==> src/rtl/tcb_lib_register_response_pkg.sv <==
// Shared types for the TCB response register stage: response status, PHY
// parameter bundle and helpers for deriving the upstream-visible delay.
package tcb_lib_register_response_pkg;

  typedef struct packed {
    logic err;
  } tcb_rsp_sts_def_t;

  typedef struct packed {
    int unsigned abw;
    int unsigned dbw;
    int unsigned dly;
  } tcb_par_phy_t;

  localparam tcb_par_phy_t TCB_PAR_PHY_DEF = '{abw: 32, dbw: 32, dly: 1};

  // A register stage adds one cycle; upstream managers must use this delay.
  function automatic int unsigned tcb_dly_registered(input int unsigned dly);
    return dly + 1;
  endfunction

  function automatic tcb_par_phy_t tcb_phy_registered(input tcb_par_phy_t phy);
    tcb_par_phy_t r;
    r     = phy;
    r.dly = tcb_dly_registered(phy.dly);
    return r;
  endfunction

endpackage

==> src/rtl/tcb_lib_register_response_if.sv <==
// TCB bus bundle. Handshake: a transfer happens in every cycle where vld and rdy
// are both high; rdt/sts belong to that transfer a fixed DLY cycles later.
interface tcb_lib_register_response_if #(
  parameter int unsigned ABW = 32,
  parameter int unsigned DBW = 32
);
  import tcb_lib_register_response_pkg::*;

  localparam int unsigned BEW = DBW / 8;

  logic             vld;
  logic             rdy;
  logic             wen;
  logic [ABW-1:0]   adr;
  logic [BEW-1:0]   ben;
  logic [DBW-1:0]   wdt;
  logic [DBW-1:0]   rdt;
  tcb_rsp_sts_def_t sts;

  modport master (output vld, wen, adr, ben, wdt, input  rdy, rdt, sts);
  modport slave  (input  vld, wen, adr, ben, wdt, output rdy, rdt, sts);

endinterface

==> src/rtl/tcb_lib_register_response_tracker.sv <==
// Tracks transfers through a fixed-delay response path so the tail flags mark
// the cycle in which the corresponding response is present.
module tcb_lib_register_response_tracker #(
  parameter int unsigned DLY = 1
) (
  input  logic clk,
  input  logic rst,
  input  logic trn_i,
  input  logic wen_i,
  output logic rsp_vld_o,
  output logic rsp_ren_o
);

  if (DLY == 0) begin : g_comb
    assign rsp_vld_o = trn_i;
    assign rsp_ren_o = trn_i & ~wen_i;
  end else begin : g_shift
    logic [DLY-1:0] trn_q, trn_d;
    logic [DLY-1:0] ren_q, ren_d;

    always_ff @(posedge clk or posedge rst) begin
      if (rst) begin
        trn_q <= '0;
        ren_q <= '0;
      end else begin
        trn_q <= trn_d;
        ren_q <= ren_d;
      end
    end

    always_comb begin
      trn_d    = '0;
      ren_d    = '0;
      trn_d[0] = trn_i;
      ren_d[0] = trn_i & ~wen_i;
      for (int i = 1; i < DLY; i++) begin
        trn_d[i] = trn_q[i-1];
        ren_d[i] = ren_q[i-1];
      end
    end

    assign rsp_vld_o = trn_q[DLY-1];
    assign rsp_ren_o = ren_q[DLY-1];
  end

endmodule

==> src/rtl/tcb_lib_register_response.sv <==
// TCB response-path register: request passes through combinationally, the
// response is registered once, so upstream sees a delay of DLY+1.
module tcb_lib_register_response
  import tcb_lib_register_response_pkg::*;
#(
  parameter int unsigned ABW  = 32,
  parameter int unsigned DBW  = 32,
  parameter int unsigned DLY  = 1,
  parameter bit          HOLD = 1'b1
) (
  input  logic                          clk,
  input  logic                          rst,
  tcb_lib_register_response_if.slave    sub_if,
  tcb_lib_register_response_if.master   man_if
);

  logic [ABW-1:0]   adr;
  logic [DBW-1:0]   wdt;
  logic             trn;
  logic             rsp_vld;
  logic             rsp_ren;
  logic [DBW-1:0]   rdt_q, rdt_d;
  tcb_rsp_sts_def_t sts_q, sts_d;

  assign adr        = sub_if.adr;
  assign wdt        = sub_if.wdt;
  assign man_if.vld = sub_if.vld;
  assign man_if.wen = sub_if.wen;
  assign man_if.adr = adr;
  assign man_if.ben = sub_if.ben;
  assign man_if.wdt = wdt;
  assign sub_if.rdy = man_if.rdy;

  assign trn = sub_if.vld & man_if.rdy;

  tcb_lib_register_response_tracker #(.DLY(DLY)) u_tracker (
    .clk       (clk),
    .rst       (rst),
    .trn_i     (trn),
    .wen_i     (sub_if.wen),
    .rsp_vld_o (rsp_vld),
    .rsp_ren_o (rsp_ren)
  );

  // Under HOLD, rdt only samples on read responses so undriven man_rdt never leaks.
  always_comb begin
    rdt_d = rdt_q;
    sts_d = sts_q;
    if (!HOLD) begin
      rdt_d = man_if.rdt;
      sts_d = man_if.sts;
    end else begin
      if (rsp_vld) sts_d = man_if.sts;
      if (rsp_ren) rdt_d = man_if.rdt;
    end
  end

  always_ff @(posedge clk or posedge rst) begin
    if (rst) begin
      rdt_q <= '0;
      sts_q <= '0;
    end else begin
      rdt_q <= rdt_d;
      sts_q <= sts_d;
    end
  end

  assign sub_if.rdt = rdt_q;
  assign sub_if.sts = sts_q;

endmodule
==> src/flat_wrapper.sv <==
// flat-port wrapper written by rule: the top's interface ports become plain ports
module tcb_lib_register_response_flat import tcb_lib_register_response_pkg::*;
#(
  parameter int unsigned ABW  = 32,
  parameter int unsigned DBW  = 32,
  parameter int unsigned DLY  = 1,
  parameter bit          HOLD = 1'b1
)
  (clk, rst, sub_if_vld, sub_if_wen, sub_if_adr, sub_if_ben, sub_if_wdt, sub_if_rdy, sub_if_rdt, sub_if_sts, man_if_vld, man_if_wen, man_if_adr, man_if_ben, man_if_wdt, man_if_rdy, man_if_rdt, man_if_sts);
  tcb_lib_register_response_if #(.ABW(ABW), .DBW(DBW)) sub_if_i ();
  tcb_lib_register_response_if #(.ABW(ABW), .DBW(DBW)) man_if_i ();
  input  logic clk;
  input  logic rst;
  input wire logic [$bits(sub_if_i.vld)-1:0] sub_if_vld;
  input wire logic [$bits(sub_if_i.wen)-1:0] sub_if_wen;
  input wire logic [$bits(sub_if_i.adr)-1:0] sub_if_adr;
  input wire logic [$bits(sub_if_i.ben)-1:0] sub_if_ben;
  input wire logic [$bits(sub_if_i.wdt)-1:0] sub_if_wdt;
  output wire logic [$bits(sub_if_i.rdy)-1:0] sub_if_rdy;
  output wire logic [$bits(sub_if_i.rdt)-1:0] sub_if_rdt;
  output wire logic [$bits(sub_if_i.sts)-1:0] sub_if_sts;
  output wire logic [$bits(man_if_i.vld)-1:0] man_if_vld;
  output wire logic [$bits(man_if_i.wen)-1:0] man_if_wen;
  output wire logic [$bits(man_if_i.adr)-1:0] man_if_adr;
  output wire logic [$bits(man_if_i.ben)-1:0] man_if_ben;
  output wire logic [$bits(man_if_i.wdt)-1:0] man_if_wdt;
  input wire logic [$bits(man_if_i.rdy)-1:0] man_if_rdy;
  input wire logic [$bits(man_if_i.rdt)-1:0] man_if_rdt;
  input wire logic [$bits(man_if_i.sts)-1:0] man_if_sts;
  assign sub_if_i.vld = sub_if_vld;
  assign sub_if_i.wen = sub_if_wen;
  assign sub_if_i.adr = sub_if_adr;
  assign sub_if_i.ben = sub_if_ben;
  assign sub_if_i.wdt = sub_if_wdt;
  assign sub_if_rdy = sub_if_i.rdy;
  assign sub_if_rdt = sub_if_i.rdt;
  assign sub_if_sts = sub_if_i.sts;
  assign man_if_vld = man_if_i.vld;
  assign man_if_wen = man_if_i.wen;
  assign man_if_adr = man_if_i.adr;
  assign man_if_ben = man_if_i.ben;
  assign man_if_wdt = man_if_i.wdt;
  assign man_if_i.rdy = man_if_rdy;
  assign man_if_i.rdt = man_if_rdt;
  assign man_if_i.sts = man_if_sts;
  tcb_lib_register_response #(.ABW(ABW), .DBW(DBW), .DLY(DLY), .HOLD(HOLD)) u_core (.clk(clk), .rst(rst), .sub_if(sub_if_i), .man_if(man_if_i));
endmodule
==> config.mk <==
export PLATFORM = sky130hd
export DESIGN_NAME = tcb_lib_register_response_flat
export DESIGN_NICKNAME = d
export VERILOG_FILES = /design/src/rtl/tcb_lib_register_response_pkg.sv /design/src/rtl/tcb_lib_register_response_if.sv /design/src/rtl/tcb_lib_register_response_tracker.sv /design/src/rtl/tcb_lib_register_response.sv /design/src/flat_wrapper.sv
export SDC_FILE = /design/constraint.sdc
export NUM_CORES = 1
export LEC_CHECK = 0
export CAP_MARGIN = 20
export CORE_MARGIN = 10
export CORE_UTILIZATION = 50
export DETAILED_ROUTE_END_ITERATION = 6
export DONT_BUFFER_PORTS = 1
export PLACE_DENSITY = 0.75
export REMOVE_ABC_BUFFERS = 1
export SYNTH_ARGS = -nofsm -noshare
export SYNTH_HDL_FRONTEND = slang
export SYNTH_SLANG_ARGS = --single-unit
==> constraint.sdc <==
create_clock -name clk -period 3.1 [get_ports clk]
set_input_delay 0.155 -clock clk [delete_from_list [all_inputs] [get_ports clk]]
set_output_delay 0.155 -clock clk [all_outputs]
set_load 0.03 [all_outputs]
## Word level (Yosys, flattened, before mapping)

Cells that the tools add are included.

| word-level totals | value |
|---|---|
| flip-flop bits (word level) | 35 |
| input port bits | 106 |
| output and inout bits | 104 |
| logic and storage cells | 7 |

| operators by class | value |
|---|---|
| bitwise operators | 3 |

Operator list:

| cell | count |
|---|---|
| 1-bit AND | 2 |
| 1-bit inverter | 1 |

## Longest topological paths before layout

Gate-level depths: netlist of the first run.

| depth | value |
|---|---|
| depth after elaboration | 2 |
| depth in mapped cells | 3 |
| depth with buffers taken out | 1 |

## Cells and area by module

A second synthesis of the first run with hierarchy kept.

| unflattened totals | value |
|---|---|
| cells, all modules | 147 |
| area, all modules | 1991.9 µm² |

By module, submodules not included:

| module | seq. area each (µm²) | area an instance (µm²) | instances | cells each |
|---|---|---|---|---|
| tcb_lib_register_response | 825.8 | 1924.3 | 1 | 143 |
| tcb_lib_register_response_tracker | 50.0 | 67.6 | 1 | 4 |

## Worst setup path before layout of the first run

Ideal clock, no wire load.

| timing | value |
|---|---|
| path type | register to register |
| from | register u_core.u_tracker.g_shift.ren_q (netlist: u_core.u_tracker.rsp_ren_o) |
| to | register u_core.rdt_q[0] (netlist: u_core.sub_if.rdt[0]) |
| setup time | 0.125 ns |
| arrival time | 0.908 ns |
| cell stages (with the launch flop) | 4 |
| clock period less this slack | 1.034 ns |
| path buffers | 2 |
| setup slack | 2.066 ns |
| data required time | 2.975 ns |
| cells stage by stage | dfrtp_1 buf_6 buf_12 mux2_4 |

RTL lines:

| what | line | RTL |
|---|---|---|
| start: declaration | tcb_lib_register_response_tracker.sv:19 | `logic [DLY-1:0] ren_q, ren_d;` |
| start signal: assignment | tcb_lib_register_response_tracker.sv:27 | `ren_q <= ren_d;` |
| end signal: assignment | tcb_lib_register_response.sv:63 | `rdt_q <= rdt_d;` |
| end: declaration | tcb_lib_register_response.sv:22 | `logic [DBW-1:0] rdt_q, rdt_d;` |

No word-level cell between the ends.

## Worst setup path in the final report of the first run

| timing | value |
|---|---|
| from | register u_core.u_tracker.g_shift.ren_q (netlist: u_core.u_tracker.rsp_ren_o) |
| to | register u_core.rdt_q[9] (netlist: u_core.sub_if.rdt[9]) |

No word-level cell between the ends.

==> results of run 1 <==
## report_power, final
part           leakage (nW)  switching [W]  internal (W)
Clock                0.0412       0.000160      0.000157
Combinational         0.304      0.0000335      0.000118
Sequential            0.415       0.000248      0.000536
Total                 0.760       0.000441      0.000811
## layout make-up
type	count	area, um^2
Fill cell	343	2070
Sequential cell	35	877
Clock inverter	2	12.5
Multi-Input combinational cell	35	499
Clock buffer	6	72.6
Tap cell	48	60.1
Timing Repair Buffer	15	148
Inverter	1	3.75
## Yosys cell counts (all sizes together)
master / instances
dfrtp: 35
and2: 1
and3b: 1
mux2: 33
inv: 1
buf: 75
## path summary, 6_finish.rpt
path	startpoint	endpoint	cells after the start
max	u_core.u_tracker.rsp_ren_o	u_core.sub_if.rdt[9]	1
min	man_if_rdt[11]	u_core.sub_if.rdt[11]	1
max reg2reg	u_core.u_tracker.rsp_ren_o	u_core.sub_if.rdt[9]	1
min reg2reg	u_core.u_tracker.rsp_vld_o	u_core.sub_if.sts	1
max in group asynchronous	rst	u_core.sub_if.rdt[10]	3
min in group asynchronous	rst	u_core.sub_if.rdt[27]	2
## sequential cells by signal (all words and copies together), names as in the netlist
register                    cells
u_core.sub_if.rdt              32
u_core.sub_if.sts               1
u_core.u_tracker.rsp_ren_o      1
u_core.u_tracker.rsp_vld_o      1
## logic make-up after synthesis
logic type	Yosys count	synth area share, %
buf+inv	76	30.7
flops	35	44.2
mux	33	24.4
simple gates	2	0.757
## repair_timing
item / 4_1_cts / 5_1_grt
hold buffers: 3 / 11
hold endpoints to repair: 17 / 11
setup endpoints to repair: 0 / 0
## through the flow
stage | cell area, um^2 | total power (W) | std cells
finish | 1670 | 0.00125 | 142
global route | 1670 | 0.00132 | 142
CTS | 1560 | 0.00126 | 131
detailed placement | 1450 | 0.000932 | 120
global placement | 1450 | 0.000922 | 120
floorplan | 1380 | 0.000886 | 71
## per-layer routing
metal  up-vias  track usage (%)
li1        289                -
met1       372             12.9
met2       172             38.8
met3        10             43.3
met4         0             4.92
met5         -             5.30
==> results.toml, run 1 <==
[clocking]
cts_made_buffers = 5
cts_tree = "done"
cts_resized = 0
clock_sinks = 35
clk_latency_ns = 0.28
cts.htree.levels = 2
clockBufferDepth = 2
post_cts_buffers = 0
ctsRootBufferMaster = "clkbuf_8"
clk_pin_slew_ns = 0.07

[global_route]
grtUsageTotal_pct = 25.4
grt_max_degree = 33
grt_first_pass_wirelength_um = 11500
grt_pass1_vias = 926
antenna_found_initial = 0
gr-total-overflow = 0

[critical_path]
cpPeakStageDelay_ns = 1.02
critical_path_buf_inv_count = 0
path_delay_family = "flip-flops"
critPathSlowestCell = "dfrtp_2"
cp.required_ns = 3.27
path_class = "reg -> reg"
critPathLaunchType = "flip-flop"
worst-r2r-setup-slack_ns = 1.54
path_max_fanout = 32
crit_chain = "mux2_2"
endpoint_kind = "flip-flop"
critPathArrivalTime_ns = 1.73

[route]
drt_pass1_iterations = 3
met3_length_um = 3170
wl_met1_um = 1590
wl_met2_um = 4320
drc_errors = 0
wire_per_inst_um = 64.8
drtAntennaViolNets = 0
drt-initial-drc-count = 44
drt_wl_total_um = 9200
vias = 843
routed.top_layer = "met4"
via_per_inst = 5.94

[sta]
fmax_mhz = 641
worst-slew-pin-transition_ns = 0.993
rsz0062_at_grt = "no"
fin_ws_ns = 1.54
timing.slew.headroom_pct = 33.8
period_needed_ns = 1.56
drv_slew = 0
setup_viol = 0
hold_viol = 0
timing.hold.ws_ns = 0.0182
finalCritPeriodShare_pct = 50.3
skew_ns = 0.00421
fin_tns_setup_ns = 0

[floorplanning]
die_y_um = 83.0
dieArea_mm2 = 0.00689
coreArea_mm2 = 0.00374
io_pins = 210
die_w_um = 83.0
row_count = 22
start_util_pct = 53.0

[logic_synthesis]
synth_top_area_share_pct = 44.2
synth_largest_area_cell = "dfrtp_1"
ys_ff_latch = 35
yosys.cell_types.count = 9
synthTopCellsByArea = "dfrtp_1 44%, buf_4 27%, mux2_4 23%"
netlist_instances = 146
synth_warnings = 0
syn_avg_cell_area_um2 = 13.6
ys_seq_area_share_pct = 44.2
syn_area_mm2 = 0.00198

[cells_and_area]
layout-drive-gt1-share_pct = 44.7
syn_to_final_growth_pct = -15.6
n_antenna_cell = 0
final_core_util_pct = 44.7
final_common_cell = "dfrtp_1"
final_nets = 199
layout_common_cells = "34 x dfrtp_1, 30 x mux2_4, 14 x dlygate4sd3_1, 5 x clkbuf_8, 3 x mux2_2"

[power_and_ir_drop]
peakVddDrop_uv = 324
power.density_mw_per_mm2 = 749
leakage_nw = 0.760

[placement]
post-place-ws_ns = 1.54
port_buffers = 0
gp_routability_congestion = 0.954

[status]
status = "finished clean"

[worst_hold_path]
hp-class = "in -> reg"

[run]
maxCapViolations = 0
No activity file was read; power rests on OpenSTA's default activity.
==> inputs of run 2 (changes only) <==
--- a/config.mk
+++ b/config.mk
@@ -5,12 +5,13 @@
 export SDC_FILE = /design/constraint.sdc
 export NUM_CORES = 1
 export LEC_CHECK = 0
+export ABC_AREA = 1
 export CAP_MARGIN = 20
 export CORE_MARGIN = 10
 export CORE_UTILIZATION = 50
 export DETAILED_ROUTE_END_ITERATION = 6
 export DONT_BUFFER_PORTS = 1
-export PLACE_DENSITY = 0.75
+export PLACE_DENSITY = 0.78
 export REMOVE_ABC_BUFFERS = 1
 export SYNTH_ARGS = -nofsm -noshare
 export SYNTH_HDL_FRONTEND = slang
==> constraint.sdc (replaced) <==
create_clock -name clk -period 1.4 [get_ports clk]
set_input_delay 0.07 -clock clk [delete_from_list [all_inputs] [get_ports clk]]
set_output_delay 0.07 -clock clk [all_outputs]
set_load 0.03 [all_outputs]
==> run 2 against run 1 <==
Design area grew 10%. Via count grew 46%. Synthesized area shrank 2.6%. Sequential share of layout area shrank 5.0 points. Combinational power grew 84%. Critical path depth grew 2. First-iteration DRC count grew 48%. Critical path type unchanged. Highest routed layer is now met5.
==> results.toml, run 2 <==
[status]
status = "finished clean"

[global_route]
grt_pass1_vias = 1263
grtUsageMet2_pct = 52.0
grt.busiest_layer = "met2"
grt_max_degree = 36
antenna_found_initial = 0
grtUsageTotal_pct = 29.2
grt_first_pass_wirelength_um = 12400
gr-total-overflow = 0
use_met3_pct = 36.4
grt_use_met1_pct = 15.9

[logic_synthesis]
yosysMostFrequentCell = "nand2_1"
netlist_instances = 218
synth_edf_count = 0
ys_seq_area_share_pct = 45.4
synth_largest_area_cell = "dfrtp_1"
ys_async_sr_fraction_pct = 100
syn_area_mm2 = 0.00193
yosys.cell_types.count = 10
synth_common_cells = "90 x nand2_1, 71 x buf_4, 35 x dfrtp_1"
synth_warnings = 0
ys_ff_latch = 35
synth_flop_cell = "dfrtp_1"
synth_top_area_share_pct = 45.4
syn_avg_cell_area_um2 = 8.86
synthTopCellsByArea = "dfrtp_1 45%, buf_4 28%, nand2_1 17%"

[floorplanning]
dieArea_mm2 = 0.00675
start_util_pct = 52.3
die_w_um = 82.1
row_count = 22
io_pins = 210
coreArea_mm2 = 0.00369
die_y_um = 82.1

[critical_path]
path_class = "reg -> reg"
critPathArrivalTime_ns = 1.36
path_max_fanout = 15
cp.required_ns = 1.63
endpoint_kind = "flip-flop"
critPathLaunchType = "flip-flop"

[clocking]
cts_made_buffers = 5
cts.htree.levels = 2
clockBufferDepth = 2
clk_pin_slew_ns = 0.07
cts_tree = "done"
clock_sinks = 35
post_cts_buffers = 0
clk_latency_ns = 0.28
ctsRootBufferMaster = "clkbuf_8"

[sta]
drv_slew = 0
timing.slew.headroom_pct = 68.5
skew_ns = 0.00405
hold_viol = 0
setup_viol = 0
period_needed_ns = 1.13
worst-slew-pin-transition_ns = 0.473
rsz0062_at_grt = "no"
finalCritPeriodShare_pct = 80.8
fmax_mhz = 884
fin_tns_setup_ns = 0
fin_ws_ns = 0.268

[power_and_ir_drop]
power.density_mw_per_mm2 = 1420
p_total_w = 0.00263
peakVddDrop_uv = 797
leakage_nw = 0.952

[cells_and_area]
n_antenna_cell = 0
final_common_cell = "nand2_1"
syn_to_final_growth_pct = -4.34
largest_reg_flops = 32
layout_common_cells = "90 x nand2_1, 38 x dlygate4sd3_1, 35 x dfrtp_1, 10 x nand2_2, 5 x clkbuf_8"
layout-drive-gt1-share_pct = 10.6
final_core_util_pct = 50.1
final_nets = 294
nFillCells = 340

[placement]
port_buffers = 0
dp_hpwl_um = 8710
gp_routability_congestion = 0.897
post-place-ws_ns = 0.285

[route]
drt-initial-drc-count = 65
via_per_inst = 5.20
vias = 1232
drc_errors = 0
drt_pass1_iterations = 4
wire_per_inst_um = 42.4
drtAntennaViolNets = 0
drt_wl_total_um = 10100

[run]
maxCapViolations = 0

[worst_hold_path]
hp-class = "in -> out"
## run 2: cell count changes after synthesis, moves of 2 or more
cell / previous run / this run
buf_12: 3 / 1
buf_6: 1 / 3
clkbuf_8: 0 / 3
inv_1: 1 / 3
mux2_2: 3 / 0
mux2_4: 30 / 0
nand2_1: 0 / 90
nand2_2: 0 / 10
## run 2: power by group
| part | total [W] | internal, W | switching, W | leakage, nW |
|---|---|---|---|---|
| combinational | 0.000280 | 0.000147 | 0.000133 | 0.479 |
| clock | 0.000702 | 0.000349 | 0.000353 | 0.0422 |
| sequential | 0.00164 | 0.00117 | 0.000475 | 0.431 |
## run 2: cell families (layout without fill, tap and decap cells)
logic type,count (synthesis),count (layout),synth area share [%]
and+or+nand+nor,101,101,20.9
buffers and inverters,82,53,33.7
DFF,35,35,45.4
## run 2: worst paths after layout
| path | startpoint | endpoint | slack [ns] | cells past startpoint |
|---|---|---|---|---|
| setup / recovery | u_core.u_tracker.rsp_ren_o | u_core.sub_if.rdt[23] | 0.27 | 3 |
| hold / removal | sub_if_vld | man_if_vld | 0.14 | 0 |
| setup reg to reg | u_core.u_tracker.rsp_ren_o | u_core.sub_if.rdt[23] | 0.27 | 3 |
| hold reg to reg | u_core.u_tracker.rsp_vld_o | u_core.sub_if.sts | 0.47 | 2 |
| max in group asynchronous | rst | u_core.sub_if.rdt[14] | 0.73 | 3 |
| min in group asynchronous | rst | u_core.sub_if.rdt[19] | 0.36 | 3 |
## run 2: layout make-up
| type | count | area, um^2 | share of cell area, % |
|---|---|---|---|
| flip-flops and latches | 35 | 876 | 47.4 |
| multi-input cells | 101 | 404 | 21.9 |
| repair buffers | 41 | 403 | 21.8 |
| clock buffers | 7 | 76.3 | 4.13 |
| well taps | 48 | 60.1 | 3.25 |
| inverters | 4 | 22.5 | 1.22 |
| clock inverters | 1 | 5.00 | 0.271 |
## run 2: metrics by stage
step	instances	instance area (um^2)	hold WS (ns)
detailed placement	191	1390	0.0983
CTS	237	1850	0.140
finish	237	1850	0.140
global route	237	1850	0.140
floorplan	140	1300	0.136
global placement	191	1390	0.0842
## run 2: what timing repair did
action                                 4_1_cts  5_1_grt
hold buffers                                38        0
endpoints found under the hold margin       70        0
gates resized for setup                      0        0
## run 2: metal layers
metal | routed length [um] | share of wire, % | vias to the layer above
li1 | - | - | 516
met1 | 1870 | 19 | 533
met2 | 5260 | 52 | 167
met3 | 2680 | 27 | 14
met4 | 196 | 1.9 | 2
met5 | 40 | 0.40 | -
## run 2: worst max-delay path, stage by stage (launching register included)
cell and delay [ns]:
dfrtp_1 0.64, buf_4 0.29, nand2_1 0.08, nand2_1 0.07
